`config.mk`:
```
export PLATFORM = sky130hd
export DESIGN_NAME = pc_multi_hart
export DESIGN_NICKNAME = d
export VERILOG_FILES = /design/src/rtl/pc_multi_hart_pkg.sv /design/src/rtl/pc_multi_hart_rr_arbiter.sv /design/src/rtl/pc_multi_hart.sv
export SDC_FILE = /design/constraint.sdc
export NUM_CORES = 1
export LEC_CHECK = 0
export CORE_MARGIN = 1.5
export CORE_UTILIZATION = 53
export CTS_CLUSTER_DIAMETER = 50
export DETAILED_ROUTE_END_ITERATION = 8
export GPL_TIMING_DRIVEN = 0
export PLACE_DENSITY = 0.74
export SYNTH_ARGS = -nofsm -noshare
export SYNTH_HDL_FRONTEND = slang
export SYNTH_SLANG_ARGS = --single-unit
```
`constraint.sdc`:
```
create_clock -name clk -period 4.45 [get_ports clk]
set_clock_uncertainty 0.15 [all_clocks]
set_input_delay 0.6675 -clock clk [delete_from_list [all_inputs] [get_ports clk]]
set_output_delay 0.6675 -clock clk [all_outputs]
set_load 0.005 [all_outputs]
```
`src/rtl/pc_multi_hart_pkg.sv`:
```
// rtl/pc_multi_hart_pkg.sv - shared defines for the multi-hart fetch-PC unit
package pc_multi_hart_pkg;

  // Reset PC, held wide so any XLEN up to 64 can take a slice of it.
  localparam logic [63:0] PC_RST  = 64'h0000_0000_0000_0000;
  localparam int          PC_STEP = 4;

  typedef struct packed {
    logic        valid;
    logic [63:0] pc;
  } pc_req_t;

  // Instructions are word aligned; the low two bits of any written PC are dropped.
  function automatic logic [63:0] pc_align(input logic [63:0] pc);
    return {pc[63:2], 2'b00};
  endfunction

endpackage

```
`src/rtl/pc_multi_hart_rr_arbiter.sv`:
```
// rtl/pc_multi_hart_rr_arbiter.sv - combinational round-robin pick over NHART requesters
module pc_multi_hart_rr_arbiter #(
  parameter int NHART = 4,
  parameter int HW    = $clog2(NHART)
) (
  input  logic [NHART-1:0] req_i,
  input  logic [HW-1:0]    last_i,
  output logic [HW-1:0]    grant_o,
  output logic             any_grant_o
);

  logic [HW-1:0] idx;

  // Scan from the farthest offset down so the nearest requester after last_i wins.
  always_comb begin
    grant_o     = '0;
    any_grant_o = 1'b0;
    idx         = '0;
    for (int k = NHART; k >= 1; k--) begin
      idx = last_i + HW'(k);
      if (req_i[idx]) begin
        grant_o     = idx;
        any_grant_o = 1'b1;
      end
    end
  end

endmodule

```
`src/rtl/pc_multi_hart.sv`:
```
// rtl/pc_multi_hart.sv - per-hart program counters with round-robin fetch issue
module pc_multi_hart
  import pc_multi_hart_pkg::*;
#(
  parameter int               XLEN    = 32,
  parameter int               NHART   = 4,
  parameter int               HW      = $clog2(NHART),
  parameter logic [XLEN-1:0]  RST_VEC = PC_RST[XLEN-1:0],
  parameter int               INC     = PC_STEP
) (
  input  logic             clk,
  input  logic             rst,
  input  logic             stall,
  input  logic             bubble,
  input  logic [NHART-1:0] hart_en,
  input  logic             redir_valid,
  input  logic [HW-1:0]    redir_hart,
  input  logic [XLEN-1:0]  redir_pc,
  output logic             fetch_valid,
  output logic [HW-1:0]    fetch_hart,
  output logic [XLEN-1:0]  fetch_pc
);

  logic [XLEN-1:0]  pc_q [NHART];
  logic [XLEN-1:0]  pc_d [NHART];
  logic [HW-1:0]    rr_ptr_q, rr_ptr_d;
  logic             fv_q, fv_d;
  logic [HW-1:0]    fh_q, fh_d;
  logic [XLEN-1:0]  fp_q, fp_d;

  logic [NHART-1:0] eligible;
  logic [HW-1:0]    grant;
  logic             any_grant;

  // A hart being redirected this edge must not issue its stale PC.
  always_comb begin
    eligible = hart_en;
    if (redir_valid) begin
      eligible[redir_hart] = 1'b0;
    end
  end

  pc_multi_hart_rr_arbiter #(
    .NHART (NHART),
    .HW    (HW)
  ) u_arb (
    .req_i       (eligible),
    .last_i      (rr_ptr_q),
    .grant_o     (grant),
    .any_grant_o (any_grant)
  );

  always_comb begin
    pc_d     = pc_q;
    rr_ptr_d = rr_ptr_q;
    fv_d     = fv_q;
    fh_d     = fh_q;
    fp_d     = fp_q;

    if (redir_valid) begin
      pc_d[redir_hart] = redir_pc & ~XLEN'(3);
    end

    if (!stall) begin
      if (bubble) begin
        fv_d = 1'b0;
      end else if (any_grant) begin
        fv_d        = 1'b1;
        fh_d        = grant;
        fp_d        = pc_q[grant];
        pc_d[grant] = pc_q[grant] + XLEN'(INC);
        rr_ptr_d    = grant;
      end else begin
        fv_d = 1'b0;
      end
    end
  end

  // rr_ptr resets to the last hart so hart 0 is first to issue.
  always_ff @(posedge clk or negedge rst) begin
    if (!rst) begin
      for (int i = 0; i < NHART; i++) begin
        pc_q[i] <= RST_VEC;
      end
      rr_ptr_q <= HW'(NHART - 1);
      fv_q     <= 1'b0;
      fh_q     <= '0;
      fp_q     <= '0;
    end else begin
      for (int i = 0; i < NHART; i++) begin
        pc_q[i] <= pc_d[i];
      end
      rr_ptr_q <= rr_ptr_d;
      fv_q     <= fv_d;
      fh_q     <= fh_d;
      fp_q     <= fp_d;
    end
  end

  assign fetch_valid = fv_q;
  assign fetch_hart  = fh_q;
  assign fetch_pc    = fp_q;

endmodule

```
==> flow_summary.ini, run 1 <==
[run_status]
status = complete, no violations

[clock_tree]
insertion_delay_ps = 440
clockBufferDepth = 2
h-tree-depth = 4
path_clk_slew_ps = 60
cts.sinks = 165
cts_buffers = 17
cts_tree = done
root_buffer = clkbuf_16

[route]
drt_iter0_markers = 1054
drtPass1Iterations = 6
ant_nets = 0
totalWireLength_um = 30900
wire_per_inst_um = 23.9
avgViaCountPerCell = 6.60
drc = 0
num_vias = 8524

[synth]
synthFlopType = dfrtp_1
syn-instance-count = 953
synth-seq-area-share_pct = 43.5
ys_types = 71
ys_seq_elements = 165
syn-num-nets = 997
synth_top_area_share_pct = 42.9
synth.avg_cell_area_um2 = 9.97
synth_top_cell_by_area = dfrtp_1
synthArstFlopShare_pct = 100
synth_area_um2 = 9500
synth_edf_count = 0
synth_area_leaders = dfrtp_1, mux2_2, a211oi_1
ys_warn_count = 0

[setup_path]
reg2regPathDepth = 16
required_ps = 4640
crit_path_cell_trace = clkdlybuf4s50_1 -> nor2_1 -> and4_1 -> a221o_1 -> buf_6 -> o21bai_1 -> o2111a_2 -> ha_1 -> inv_1 -> a31oi_1 -> o2111ai_1 -> or4_1 -> buf_4 -> nor2_2 -> nand4_1 -> a31oi_1
r2r_end = pc_q[30]
r2r_setup_slack_ps = 140
crit_top_cell = a31oi_1
arrival_ps = 4530
cp_slowest_cell = clkdlybuf4s50_1
crit_path_start_kind = primary input
rr_startpoint = rr_ptr_q[0]
cp-end-kind = register
cpPeakStageDelay_ps = 520
cp_max_fo = 10
critPathKind = primary input to register

[global_route]
grt-ovfl-total = 0
met1_usage_pct = 46.4
antenna_found_initial = 2
grt_pass1_vias = 8134
grt_pass1_wl_um = 46500
grt.busiest_layer = met2
gr-usage-met2_pct = 51.5
grt_use_total_pct = 33.8
grt_max_degree = 102
grtUsageMet3_pct = 7.11

[floorplan]
initial_core_util_pct = 54.6
io_pins = 78
rows = 48
core-area_um2 = 17400
die_h_um = 137
die-area_um2 = 18700
die_w_um = 137

[sta]
fin_ws_ps = 103
period_needed_ps = 4350
finalHoldViolCount = 0
min_period_over_period_pct = 97.7
max_slew.worst_pin.slew_ps = 995
slew_headroom_pct = 33.6
fmax_mhz = 230
setup_viol = 0
drv_slew = 0

[power_and_ir_drop]
power_density_nw_per_um2 = 725
p_leak_nw = 4.90
peakVddDrop_mv = 0.355
power_mw = 8.26

[place]
place.port_buffers = 72
pre_cts_ws_ps = -947
hpwl_um = 20200
place_congestion = 0.932

[worst_hold_path]
min_path_type = primary input to asynchronous set/reset pin

[job]
drv_cap = 0

[cells_and_area]
layout.nets = 1100
fillers = 1398
drive_gt1_share_pct = 17.6
diodes = 0
syn_to_final_growth_pct = 19.9
multi_input_area_um2 = 5080
register_area_um2 = 4130
-- cells in the mapped netlist, types with 3 or more instances --
master and n:
a211oi_1 60, a21o_1 12, a21oi_1 67, a31oi_1 18
and2_1 9, and3_1 26, buf_1 5, buf_2 12
buf_4 4, buf_6 5, clkbuf_1 51, dfrtp_1 163
inv_1 9, mux2_2 67, mux2i_1 42, mux4_2 8
nand2_1 77, nand2b_1 3, nand3_1 11, nand3b_1 12
nand4_1 6, nor2_1 61, nor2b_1 33, nor3_1 11
nor4_1 3, nor4_2 4, o2111a_1 4, o2111ai_1 10
o21ai_0 51, o21ai_1 8, o21bai_1 22, o22ai_1 6
o31ai_1 4, o41ai_1 3, or2_2 3, xnor2_1 18
xor2_1 6
-- metrics by stage --
stage | hold slack (ps) | area [µm²] | utilization (%) | setup TNS [ps] | cells
finish | 24.0 | 11400 | 65.4 | 0 | 1292
global route | 51.8 | 11400 | 65.4 | -3.00 | 1292
CTS | 45.4 | 11300 | 64.7 | -10.4 | 1284
detailed placement | 319 | 10500 | 60.5 | -57240 | 1251
global placement | 310 | 10500 | 60.3 | -780280 | 1250
floorplan | 222 | 9500 | - | 0 | 953
-- critical path: cells and delay by family --
kind / cells / cell delay (ps)
fa+ha+maj: 1 / 170
compound gates: 6 / 1350
buf+inv: 4 / 1020
simple gates: 5 / 1310
-- cells by family after synthesis --
kind of cell               synth area share [%]
AOI/OAI and AO/OA                          20.3
xor gates and xnor gates                   2.38
adders and majority gates                 0.132
buffers and inverters                      4.11
DFF                                        43.5
muxes                                      14.6
and+or+nand+nor                            15.1
-- power by group --
| group | leakage (nW) | internal (mW) | switching (mW) | total, mW |
|---|---|---|---|---|
| combinational | 2.61 | 1.77 | 2.27 | 4.04 |
| clock | 0.313 | 1.06 | 0.606 | 1.67 |
| sequential | 1.98 | 2.19 | 0.369 | 2.56 |
-- sequential cells by signal (all words and copies together), names as in the netlist --
name,count
fetch_valid,1
rr_ptr_q,2
pc_q,128
fetch_hart,2
fetch_pc,32
-- cell type report --
| class | count | share of cell area [%] |
|---|---|---|
| Inverter | 9 | 0.296 |
| Buffer | 77 | 3.30 |
| Tap cell | 225 | 2.47 |
| Sequential cell | 165 | 36.2 |
| Timing Repair Buffer | 84 | 7.43 |
| Clock buffer | 21 | 3.95 |
| Clock inverter | 9 | 1.77 |
| Multi-Input combinational cell | 702 | 44.5 |
-- layout by cell type, fill, tap and decap left out, drive strengths merged, types with 3 or more instances in the layout --
cell / netlist / final
a211oi: 60 / 60
a21o: 12 / 12
a21oi: 69 / 69
a31oi: 18 / 18
and2: 9 / 9
and3: 26 / 26
buf: 26 / 35
bufinv: 0 / 6
clkbuf: 51 / 75
clkdlybuf4s50: 0 / 68
dfrtp: 163 / 163
dlymetal6s2s: 0 / 3
inv: 9 / 9
mux2: 68 / 68
mux2i: 43 / 43
mux4: 8 / 8
nand2: 77 / 77
nand2b: 4 / 4
nand3: 12 / 12
nand3b: 12 / 12
nand4: 7 / 7
nor2: 61 / 61
nor2b: 33 / 33
nor3: 12 / 12
nor4: 9 / 9
o2111a: 4 / 4
o2111ai: 12 / 12
o21ai: 60 / 60
o21bai: 22 / 22
o22ai: 6 / 6
o31ai: 4 / 4
o41ai: 4 / 4
or2: 5 / 5
xnor2: 18 / 18
xor2: 7 / 7
-- what timing repair did --
action / in CTS / in global routing
endpoints found under the setup margin: 65 / 86
buffers inserted: 3 / 7
hold buffers: 0 / 0
pin swaps: 3 / 3
gates resized for setup: 15 / 23
gates cloned: 0 / 1
-- worst max path at each step --
stage / start / to / cells after the start
floorplan: redir_hart[0] / pc_q[122] / 17
CTS: redir_hart[1] / pc_q[60] / 17
global placement: rst / pc_q[37] / 1
finish: hart_en[2] / pc_q[30] / 16
detailed placement: redir_hart[1] / pc_q[30] / 17
global route: hart_en[2] / pc_q[122] / 17
-- layer usage --
metal / wire length, µm / up-vias
met5: 0 / -
met4: 1260 / 0
met3: 2940 / 110
met2: 13900 / 528
met1: 12800 / 4164
li1: - / 3722
No activity file was read; power rests on OpenSTA's default activity.
==> run 2, diff against run 1 <==
Settings changed: SLEW_MARGIN set to 20.
==> run 2 against run 1 <==
Compared with the run above: flip-flop and latch count unchanged; highest routed layer unchanged; die area unchanged; final cell count is 0.23% lower; routed wire length shrank 0.26%; first-iteration DRC count rose by 15%; non-clock buffer count fell by 4; core utilization about the same.
==> flow_summary.ini, run 2 (synthesis gave the netlist of run 1 again) <==
[route]
ant_nets = 0
drtPass1Iterations = 6
totalWireLength_um = 30900
drt_iter0_markers = 1213
drc = 0
wire_per_inst_um = 23.9
avgViaCountPerCell = 6.65
num_vias = 8570

[global_route]
grt_max_degree = 97
grt_use_total_pct = 33.6
antenna_found_initial = 0
grt-ovfl-total = 0
grt_pass1_wl_um = 46300
grt_pass1_vias = 8132

[cells_and_area]
largest_register_ffs = 128
layout_commonest_cell = dfrtp_1
fin_area_um2 = 11400
fin_util_pct = 65.5
multi_input_area_um2 = 5100
register_area_um2 = 4130
syn_to_final_growth_pct = 19.9
final_cell_mix = dfrtp_1, nand2_1, clkdlybuf4s50_1, a21oi_1, mux2_2
layout.nets = 1096
top_register = pc_q
diodes = 0
drive_gt1_share_pct = 17.6
fillers = 1413

[power_and_ir_drop]
peakVddDrop_mv = 0.376
p_seq_share_pct = 31.0
internal_power_mw = 5.01
clock_power_share_pct = 19.9
p_sw_mw = 3.26
p_leak_nw = 4.90
swShare_pct = 39.5
power_density_nw_per_um2 = 726
pwr-share-comb_pct = 49.1

[floorplan]
core-area_um2 = 17400
die_h_um = 137
die-area_um2 = 18700
io_pins = 78
initial_core_util_pct = 54.6
rows = 48
die_w_um = 137

[clock_tree]
clockBufferDepth = 2
cts_tree = done
h-tree-depth = 4
hold_buffers = 0
root_buffer = clkbuf_16
insertion_delay_ps = 440
cts.sinks = 165
path_clk_slew_ps = 60
cts_buffers = 17

[setup_path]
rr_startpoint = rr_ptr_q[0]
required_ps = 4650
reg2regPathDepth = 16
r2r_end = pc_q[60]
cp_max_fo = 10
cp-end-kind = register
crit_path_start_kind = primary input
critPathKind = primary input to register
r2r_setup_slack_ps = 170
arrival_ps = 4530

[sta]
fin_setup_tns_ps = 0
drv_slew = 0
period_needed_ps = 4330
max_slew.worst_pin.slew_ps = 1030
fmax_mhz = 231
finalHoldViolCount = 0
min_period_over_period_pct = 97.3
setup_viol = 0
slew_headroom_pct = 30.7

[job]
drv_cap = 0

[place]
dpl-instance-area_um2 = 10500
place_congestion = 0.932
hpwl_um = 20200
place.port_buffers = 72

[run_status]
status = complete, no violations

[worst_hold_path]
min_path_type = primary input to asynchronous set/reset pin
[run 2: final cells by class]
class | count | area share [%]
clock buffer | 23 | 4.19
tap | 225 | 2.47
clock inverter | 8 | 1.50
sequential | 165 | 36.2
timing repair buffer | 80 | 7.22
inverter | 9 | 0.296
buffer | 77 | 3.30
multi-input combinational | 702 | 44.8
[run 2: worst max path at each step]
stage                  startpoint         to  slack (ps)
floorplan           redir_hart[0]  pc_q[122]         390
global placement              rst   pc_q[37]       -4420
detailed placement  redir_hart[1]   pc_q[30]        -960
CTS                   redir_valid  pc_q[122]         0.6
global route           hart_en[3]  pc_q[122]         -40
finish                 hart_en[3]   pc_q[60]         120
[run 2: metal layers]
metal	global-route usage, %	up-vias	share of wire, %
met1	46.8	4262	42
li1	-	3691	-
met3	6.00	93	9.2
met5	0	-	0
met2	52.1	524	45
met4	13.7	0	3.1
[run 2: stage by stage]
stage / std cells / power (mW) / hold WS [ps] / setup slack (ps)
2_1_floorplan: 953 / 5.08 / 222 / 393
3_3_place_gp: 1250 / 6.21 / 310 / -4420
3_5_place_dp: 1251 / 6.31 / 319 / -961
4_1_cts: 1285 / 8.05 / 67.1 / 0.629
5_1_grt: 1289 / 8.67 / 76.9 / -36.7
6_report: 1289 / 8.27 / 34.7 / 122
[run 2: worst max-delay path: stages]
cell and delay [ps]:
clkdlybuf4s50_1 550, nor2_1 100, or3_1 320, o2111a_2 330, clkbuf_4 220, nand3b_1 110, o2111a_2 230, ha_1 170
inv_1 70, a31oi_1 160, o2111ai_1 120, or4_1 410, buf_4 220, nor3_4 340, nand3_1 210, a31oi_1 260
[run 2: power groups by stage]
| stage | Combinational [mW] | Clock, mW | Sequential [mW] |
|---|---|---|---|
| global placement | 3.68 | 0 | 2.54 |
| CTS | 3.87 | 1.64 | 2.54 |
| finish | 4.06 | 1.65 | 2.56 |
| floorplan | 2.61 | 0 | 2.47 |
| detailed placement | 3.75 | 0 | 2.56 |
| global route | 4.34 | 1.71 | 2.62 |
[run 2: timing repair]
| action | CTS | global route |
|---|---|---|
| gates resized for setup | 19 | 20 |
| gates cloned | 0 | 0 |
| endpoints found under the setup margin | 66 | 90 |
| pin swaps | 3 | 1 |
| buffers inserted | 3 | 4 |
